--- src/rtl/pwd_pkg.sv ---
// pwd_pkg: shared definitions for the UART password fetch host.
//   - opcode bytes sent to the remote board
//   - cmd encodings and FSM state enum
//   - cmd_opcode(): maps a command to its opcode byte
package pwd_pkg;

    localparam int unsigned PWD_NBYTES = 16;

    localparam logic [7:0] OP_GET    = 8'h67;  // 'g'
    localparam logic [7:0] OP_TOGGLE = 8'h74;  // 't'
    localparam logic [7:0] OP_RESET  = 8'h1B;  // ESC

    typedef enum logic [1:0] {
        CMD_GET    = 2'd0,
        CMD_TOGGLE = 2'd1,
        CMD_RESET  = 2'd2,
        CMD_RSVD   = 2'd3
    } pwd_cmd_e;

    typedef enum logic [1:0] {
        ST_IDLE,
        ST_SEND,
        ST_RECV,
        ST_FIN
    } pwd_state_e;

    function automatic logic [7:0] cmd_opcode(input pwd_cmd_e c);
        logic [7:0] op;
        case (c)
            CMD_GET:    op = OP_GET;
            CMD_TOGGLE: op = OP_TOGGLE;
            CMD_RESET:  op = OP_RESET;
            default:    op = 8'h00;
        endcase
        return op;
    endfunction

endpackage

--- src/rtl/pwd_gap_timer.sv ---
// pwd_gap_timer: idle-gap counter for reply bytes.
// Ports:
//   clk, rst  - clock, synchronous active-high reset
//   clr       - clear the count (RECV entry / each received byte)
//   run       - count this cycle
//   expired   - count has reached LIMIT-1
module pwd_gap_timer #(
    parameter int unsigned LIMIT = 200000
) (
    input  logic clk,
    input  logic rst,
    input  logic clr,
    input  logic run,
    output logic expired
);

    localparam logic [17:0] LAST = 18'(LIMIT - 1);

    logic [17:0] count;

    always_ff @(posedge clk) begin
        if (rst || clr) begin
            count <= '0;
        end else if (run && !expired) begin
            count <= count + 18'd1;
        end
    end

    assign expired = (count == LAST);

endmodule

--- src/rtl/pwd_fetch_host.sv ---
// pwd_fetch_host: initiator side of the UART password protocol.
// Sends a single opcode byte ('g', 't', ESC) through the UART transmitter;
// for 'g' collects an NBYTES reply into a buffer read via rd_addr/rd_data.
// Optional feature: define PWD_FETCH_TIMEOUT_EN to abort RECV with err after
// TIMEOUT_CYCLES idle cycles between reply bytes.
// Ports:
//   clk, rst           - clock, synchronous active-high reset
//   start, cmd         - transaction request and operation (sampled in IDLE)
//   tx_en, tx_data     - strobe/byte to UART transmitter; tx_rdy from it
//   rx_valid, rx_data  - byte strobe/data from UART receiver
//   rd_addr, rd_data   - combinational buffer read port
//   busy, done, err    - status: not idle, end strobe, sticky error
module pwd_fetch_host
    import pwd_pkg::*;
#(
    parameter int unsigned NBYTES         = 16,
    parameter int unsigned TIMEOUT_CYCLES = 200000
) (
    input  logic       clk,
    input  logic       rst,
    input  logic       start,
    input  logic [1:0] cmd,
    output logic       tx_en,
    output logic [7:0] tx_data,
    input  logic       tx_rdy,
    input  logic       rx_valid,
    input  logic [7:0] rx_data,
    input  logic [3:0] rd_addr,
    output logic [7:0] rd_data,
    output logic       busy,
    output logic       done,
    output logic       err
);

    pwd_state_e state, next_state;
    pwd_cmd_e   cmd_q;
    logic [4:0] cnt;
    logic       err_q;
    logic       done_q;
    logic [7:0] mem [PWD_NBYTES];

    logic latch_cmd;
    logic set_err;
    logic clr_err;
    logic buf_we;
    logic timeout_hit;

`ifdef PWD_FETCH_TIMEOUT_EN
    logic gap_clr;
    logic gap_run;

    // Holding clear outside RECV covers the clear-on-entry case.
    assign gap_clr = (state != ST_RECV) || rx_valid;
    assign gap_run = (state == ST_RECV);

    pwd_gap_timer #(
        .LIMIT(TIMEOUT_CYCLES)
    ) u_gap_timer (
        .clk    (clk),
        .rst    (rst),
        .clr    (gap_clr),
        .run    (gap_run),
        .expired(timeout_hit)
    );
`else
    logic unused_timeout;
    assign unused_timeout = (TIMEOUT_CYCLES == 0);
    assign timeout_hit    = 1'b0;
`endif

    always_ff @(posedge clk) begin
        if (rst) begin
            state <= ST_IDLE;
        end else begin
            state <= next_state;
        end
    end

    always_comb begin
        next_state = state;
        tx_en      = 1'b0;
        tx_data    = '0;
        latch_cmd  = 1'b0;
        set_err    = 1'b0;
        clr_err    = 1'b0;
        buf_we     = 1'b0;
        case (state)
            ST_IDLE: begin
                if (start) begin
                    latch_cmd = 1'b1;
                    clr_err   = 1'b1;
                    if (pwd_cmd_e'(cmd) == CMD_RSVD) begin
                        set_err    = 1'b1;
                        next_state = ST_FIN;
                    end else begin
                        next_state = ST_SEND;
                    end
                end
            end
            ST_SEND: begin
                if (tx_rdy) begin
                    tx_en      = 1'b1;
                    tx_data    = cmd_opcode(cmd_q);
                    next_state = (cmd_q == CMD_GET) ? ST_RECV : ST_FIN;
                end
            end
            ST_RECV: begin
                // A byte arriving on the expiry cycle takes priority.
                if (rx_valid) begin
                    buf_we = 1'b1;
                    if (cnt == 5'(NBYTES - 1)) begin
                        next_state = ST_FIN;
                    end
                end else if (timeout_hit) begin
                    set_err    = 1'b1;
                    next_state = ST_FIN;
                end
            end
            ST_FIN: begin
                // Two cycles: first arms done_q, second presents it and exits.
                if (done_q) begin
                    next_state = ST_IDLE;
                end
            end
            default: next_state = ST_IDLE;
        endcase
    end

    always_ff @(posedge clk) begin
        if (rst) begin
            cmd_q  <= CMD_GET;
            cnt    <= '0;
            err_q  <= 1'b0;
            done_q <= 1'b0;
            for (int unsigned i = 0; i < PWD_NBYTES; i++) begin
                mem[i] <= '0;
            end
        end else begin
            if (latch_cmd) begin
                cmd_q <= pwd_cmd_e'(cmd);
            end
            if (set_err) begin
                err_q <= 1'b1;
            end else if (clr_err) begin
                err_q <= 1'b0;
            end
            if (state == ST_SEND) begin
                cnt <= '0;
            end else if (buf_we) begin
                mem[cnt[3:0]] <= rx_data;
                cnt           <= cnt + 5'd1;
            end
            done_q <= (state == ST_FIN) && !done_q;
        end
    end

    assign rd_data = mem[rd_addr];
    assign busy    = (state != ST_IDLE);
    assign done    = done_q;
    assign err     = err_q;

endmodule
--- config.mk ---
export PLATFORM = sky130hd
export DESIGN_NAME = pwd_fetch_host
export DESIGN_NICKNAME = d
export VERILOG_FILES = /design/src/rtl/pwd_pkg.sv /design/src/rtl/pwd_gap_timer.sv /design/src/rtl/pwd_fetch_host.sv
export SDC_FILE = /design/constraint.sdc
export NUM_CORES = 1
export LEC_CHECK = 0
export ABC_AREA = 1
export BUFFER_PORTS_ARGS = -buffer_cell sky130_fd_sc_hd__buf_2
export CORE_ASPECT_RATIO = 0.9
export CORE_MARGIN = 5
export CORE_UTILIZATION = 55
export DETAILED_ROUTE_END_ITERATION = 10
export PLACE_DENSITY = 0.8
export SLEW_MARGIN = 20
export SYNTH_ARGS = -nofsm -noshare
export SYNTH_HDL_FRONTEND = slang
export SYNTH_SLANG_ARGS = --single-unit
--- constraint.sdc ---
create_clock -name clk -period 1.7 [get_ports clk]
set_input_delay 0.17 -clock clk [delete_from_list [all_inputs] [get_ports clk]]
set_output_delay 0.17 -clock clk [all_outputs]
set_load 0.01 [all_outputs]
Word-level counts from Yosys, hierarchy flattened:

Memories as Yosys holds them, arrays and structs flattened.
Index checks and enable logic that the tools add are counted.

* memories: 1
* output and inout port bits: 20
* bits in writable memories: 128
* logic and storage cells: 59
* register bits after elaboration: 11
* input port bits: 19

Memories
* mem: depth 16, bits a word 8, rd ports 1, clocked after memory_dff 0, write ports 16, line pwd_fetch_host.sv:40 `logic [7:0] mem [PWD_NBYTES];`

* equality and inequality tests: 12
* mux-type cells: 31
* $add $sub $neg: 1
* reductions and logical operators: 9

Operators by type and width (count)
* 7-bit one-hot mux with 3 select lines: 1
* 1-bit two-way mux: 19
* 7-bit two-way mux: 2
* 2-bit two-way mux: 6
* 2-bit != test, second input constant: 5
* 2-bit equality test, second input constant: 4
* 8-bit two-way mux: 1
* 2-bit one-hot mux with 4 select lines: 1
* 8-bit OR reduction: 1
* 5-bit by 1-bit adder with 5-bit output, second input constant: 1
* 5-bit by 4-bit equality test with 1-bit output, second input constant: 1
* 5-bit AND reduction: 1
* 2-bit by 1-bit equality test with 1-bit output, second input constant: 2
* 2-bit logical NOT: 2
* 4-bit two-way mux: 1
* 2-bit nonzero test: 2
* 2-bit OR reduction: 1
* 1-bit logical AND: 1
* 1-bit logical NOT: 1

Logic depth before layout (Yosys ltp):

* word-level depth: 8
* depth in mapped cells: 10

Least setup slack after synthesis:

OpenSTA, ideal clock, no wires.

* path kind: register -> register
* from: register state[1]
* to: memory mem[0][0] (enable)
* data required time: 1.371 ns
* library setup time: 0.329 ns
* arrival time: 1.476 ns
* stages on the path, launching flop included: 8
* buffers on the path: 0
* setup slack: -0.105 ns
* cells stage by stage: dfxtp_1 -> inv_1 -> ha_1 -> nor2_2 -> nand2_2 -> nor2_4 -> nand2_2 -> nand2_1

RTL lines
* start: declaration: line pwd_fetch_host.sv:35 `pwd_state_e state, next_state;`
* start signal: assignment: line pwd_fetch_host.sv:75 `state <= next_state;`
* end: declaration: line pwd_fetch_host.sv:40

Worst setup path after layout:

* from: memory mem[11][6]
* to: output rd_data[6]

* cells in the longest elaborated chain, start to end: 1

RTL lines
* memory 16 x 8 bit
* end: declaration: line pwd_fetch_host.sv:29 `output logic [7:0] rd_data,`

No other way between the ends.

==> impl_metrics.json <==
{
  "setup.worst_path.start_class": "flop",
  "viasPerCell": 5.24,
  "diodes": 0,
  "grt_start_max_net_pins": 41,
  "slew_viol_final": 0,
  "synth_area_per_cell_um2": 8.63,
  "overflow": 0,
  "ys_seq_elements": 139,
  "cts_sinks": 139,
  "setup_viol": 0,
  "numCtsBuffers": 17,
  "max_freq_mhz": 597,
  "worstSkewPairLatency_ns": 0.41,
  "fin_nets": 906,
  "cp.arrival_ns": 1.50,
  "ir_drop_mv": 0.824,
  "dp_hpwl_mm": 10.8,
  "yosysWarnings": 0,
  "port_buffers": 37,
  "dp_slack_ns": -0.0242,
  "cts_tree": "done",
  "leakagePower_nw": 3.85,
  "period_share_pct": 98.5,
  "critPathKind": "flop to output port",
  "vias": 5498,
  "timing.final.ws_setup_ns": 0.0261,
  "fin_area_mm2": 0.00844,
  "cts-root-buf": "clkbuf_16",
  "core_area_mm2": 0.0125,
  "seq_area_frac_synth_pct": 58.3,
  "synth_nets": 841,
  "routed_wl_mm": 16.8,
  "crit_path_max_fanout": 1,
  "syn2layout_area_growth_pct": 21.1,
  "clk_pin_slew_ns": 0.06,
  "htreeDepth": 4,
  "grt_pass1_wl_mm": 26.7,
  "power_density_mw_per_mm2": 1070,
  "grt_busiest_layer": "met2",
  "antenna_found_initial": 0,
  "grt_pass1_vias": 5221,
  "ant_nets": 0,
  "cap_violations": 0,
  "crit_slowest_cell": "edfxtp_1",
  "final_util_pct": 67.3,
  "min_path_type": "input pin to flop",
  "use_met2_pct": 37.2,
  "cp_cell_sequence": "inv_1 -> nand2_1 -> nand3_1 -> nand3_1 -> nand3_1 -> nand2_1 -> buf_2",
  "gr-usage-met3_pct": 5.22,
  "yosysUniqueCellTypes": 23,
  "wire_per_inst_um": 16.0,
  "io-pin-count": 39,
  "start_util_pct": 55.6,
  "placed_area_mm2": 0.00761,
  "grt_setup_unrepaired": "true",
  "drive_gt1_share_pct": 21.1,
  "period_needed_ns": 1.67,
  "syn_inst": 808,
  "slew_headroom_pct": 64.7,
  "hold_viol_final": 0,
  "rows": 39,
  "first_pass_iters": 5,
  "outcome": "finished clean",
  "grt_usage_pct": 23.7,
  "finalSetupTns_ns": 0,
  "worstPathRequired_ns": 1.53,
  "final.setup_skew_ns": 0.00728,
  "tightestPinTransition_ns": 0.529,
  "drtIter0Drc": 676,
  "syn_area_mm2": 0.00697,
  "critPathMostFrequentCell": "nand3_1",
  "end_kind": "output port",
  "dieHeight_um": 117,
  "drc": 0,
  "grt_use_met1_pct": 30.2,
  "dieArea_mm2": 0.0150,
  "slowest_delay_ns": 0.36,
  "fp.dieW_um": 129,
  "cts_buffer_depth": 2,
  "place.gp.congestion": 0.825
}
## final cells by class
type | count | area (um2)
clock buffer | 18 | 429
multi-input combinational | 498 | 2470
timing repair buffer | 83 | 607
clock inverter | 14 | 150
fill | 881 | 4100
sequential | 139 | 4070
inverter | 134 | 505
tap | 164 | 205
## logic make-up after synthesis
group	Yosys count	share of synthesized area, %
AOI/OAI and AO/OA	14	1.01
xor gates and xnor gates	1	0.126
other	1	0.0538
DFF	139	58.3
buffers and inverters	171	9.66
and+or+nand+nor	468	28.3
adders and majority gates	14	2.51
## state kept, by name (all words and copies together), names as in the netlist
register,count
cmd_q,2
cnt,5
done,1
err,1
mem,128
state,2
## synthesized netlist by cell type
cell type / n / area, um2
a21oi_1: 7 / 35.0
nor2_4: 4 / 45.0
nor3_1: 3 / 15.0
dfxtp_1: 11 / 220
nor2_2: 3 / 18.8
nand4_1: 1 / 6.26
ha_1: 14 / 175
nand3_1: 99 / 495
nor2_1: 142 / 533
conb_1: 1 / 3.75
xor2_1: 1 / 8.76
clkbuf_1: 17 / 63.8
edfxtp_1: 128 / 3840
clkinv_1: 1 / 3.75
buf_2: 13 / 65.1
nand2_1: 197 / 739
nand2_2: 17 / 106
inv_2: 5 / 18.8
buf_4: 4 / 30.0
buf_1: 3 / 11.3
o21ai_0: 7 / 35.0
inv_1: 128 / 480
nand3b_1: 2 / 15.0
## metal layers
| layer | share of wire [%] | wire (um) |
|---|---|---|
| met1 | 39 | 6500 |
| met2 | 49 | 8170 |
| met3 | 8.8 | 1480 |
| met5 | 0 | 0 |
| met4 | 3.7 | 621 |
## placed cells by master, fill, tap and decap left out, types with 3 or more instances in the layout
| cell type | instances |
|---|---|
| o21ai_0 | 7 |
| buf_4 | 37 |
| nand2_4 | 15 |
| nor2_2 | 12 |
| clkinv_4 | 4 |
| nand2_2 | 20 |
| buf_12 | 5 |
| nand3_2 | 7 |
| dfxtp_2 | 3 |
| nor2_1 | 132 |
| buf_2 | 37 |
| inv_1 | 126 |
| nand2_1 | 178 |
| clkinvlp_4 | 6 |
| dfxtp_1 | 8 |
| ha_1 | 11 |
| inv_2 | 6 |
| buf_6 | 3 |
| nand3_1 | 92 |
| edfxtp_1 | 128 |
| clkbuf_16 | 17 |
| a21oi_1 | 7 |
| nor2_4 | 5 |
## path summary, 6_finish.rpt
| kind | start | end | slack (ns) | cells past startpoint |
|---|---|---|---|---|
| worst max-delay path | mem[11][6] | rd_data[6] | 0.03 | 7 |
| worst min-delay path | cmd[1] | err | 0.06 | 3 |
| worst max register to register | state[1] | mem[5][6] | 0.07 | 8 |
| worst min register to register | err | err | 0.53 | 2 |
## metrics by stage
stage	hold WS, ns	std cells	power, mW
final	0.0582	1050	8.99
after global routing	0.0703	1050	9.36
after CTS	0.0404	1048	8.84
after detailed placement	0.421	1015	5.31
after global placement	0.413	1015	5.27
after floorplan	0.239	808	4.84
## power breakdown
group | internal, mW | switching, mW | total, mW | leakage [nW]
Clock | 2.16 | 1.39 | 3.55 | 0.264
Combinational | 0.550 | 0.911 | 1.46 | 2.17
Sequential | 3.90 | 0.0786 | 3.98 | 1.41
## repair_timing
| item | in CTS | in global routing |
|---|---|---|
| hold endpoints to repair | 2 | 0 |
| gates resized for setup | 8 | 46 |
| endpoints found under the setup margin | 124 | 251 |
| setup buffers | 0 | 2 |
| pin swaps | 1 | 9 |
| hold buffers | 1 | 0 |
## critical path, delay by kind of cell (launching register included)
family,cells,cell delay (ns)
buffers and inverters,2,0.20
flip-flops,1,0.36
AND/OR/NAND/NOR,5,0.52
Power figures use the tool's default switching activity.
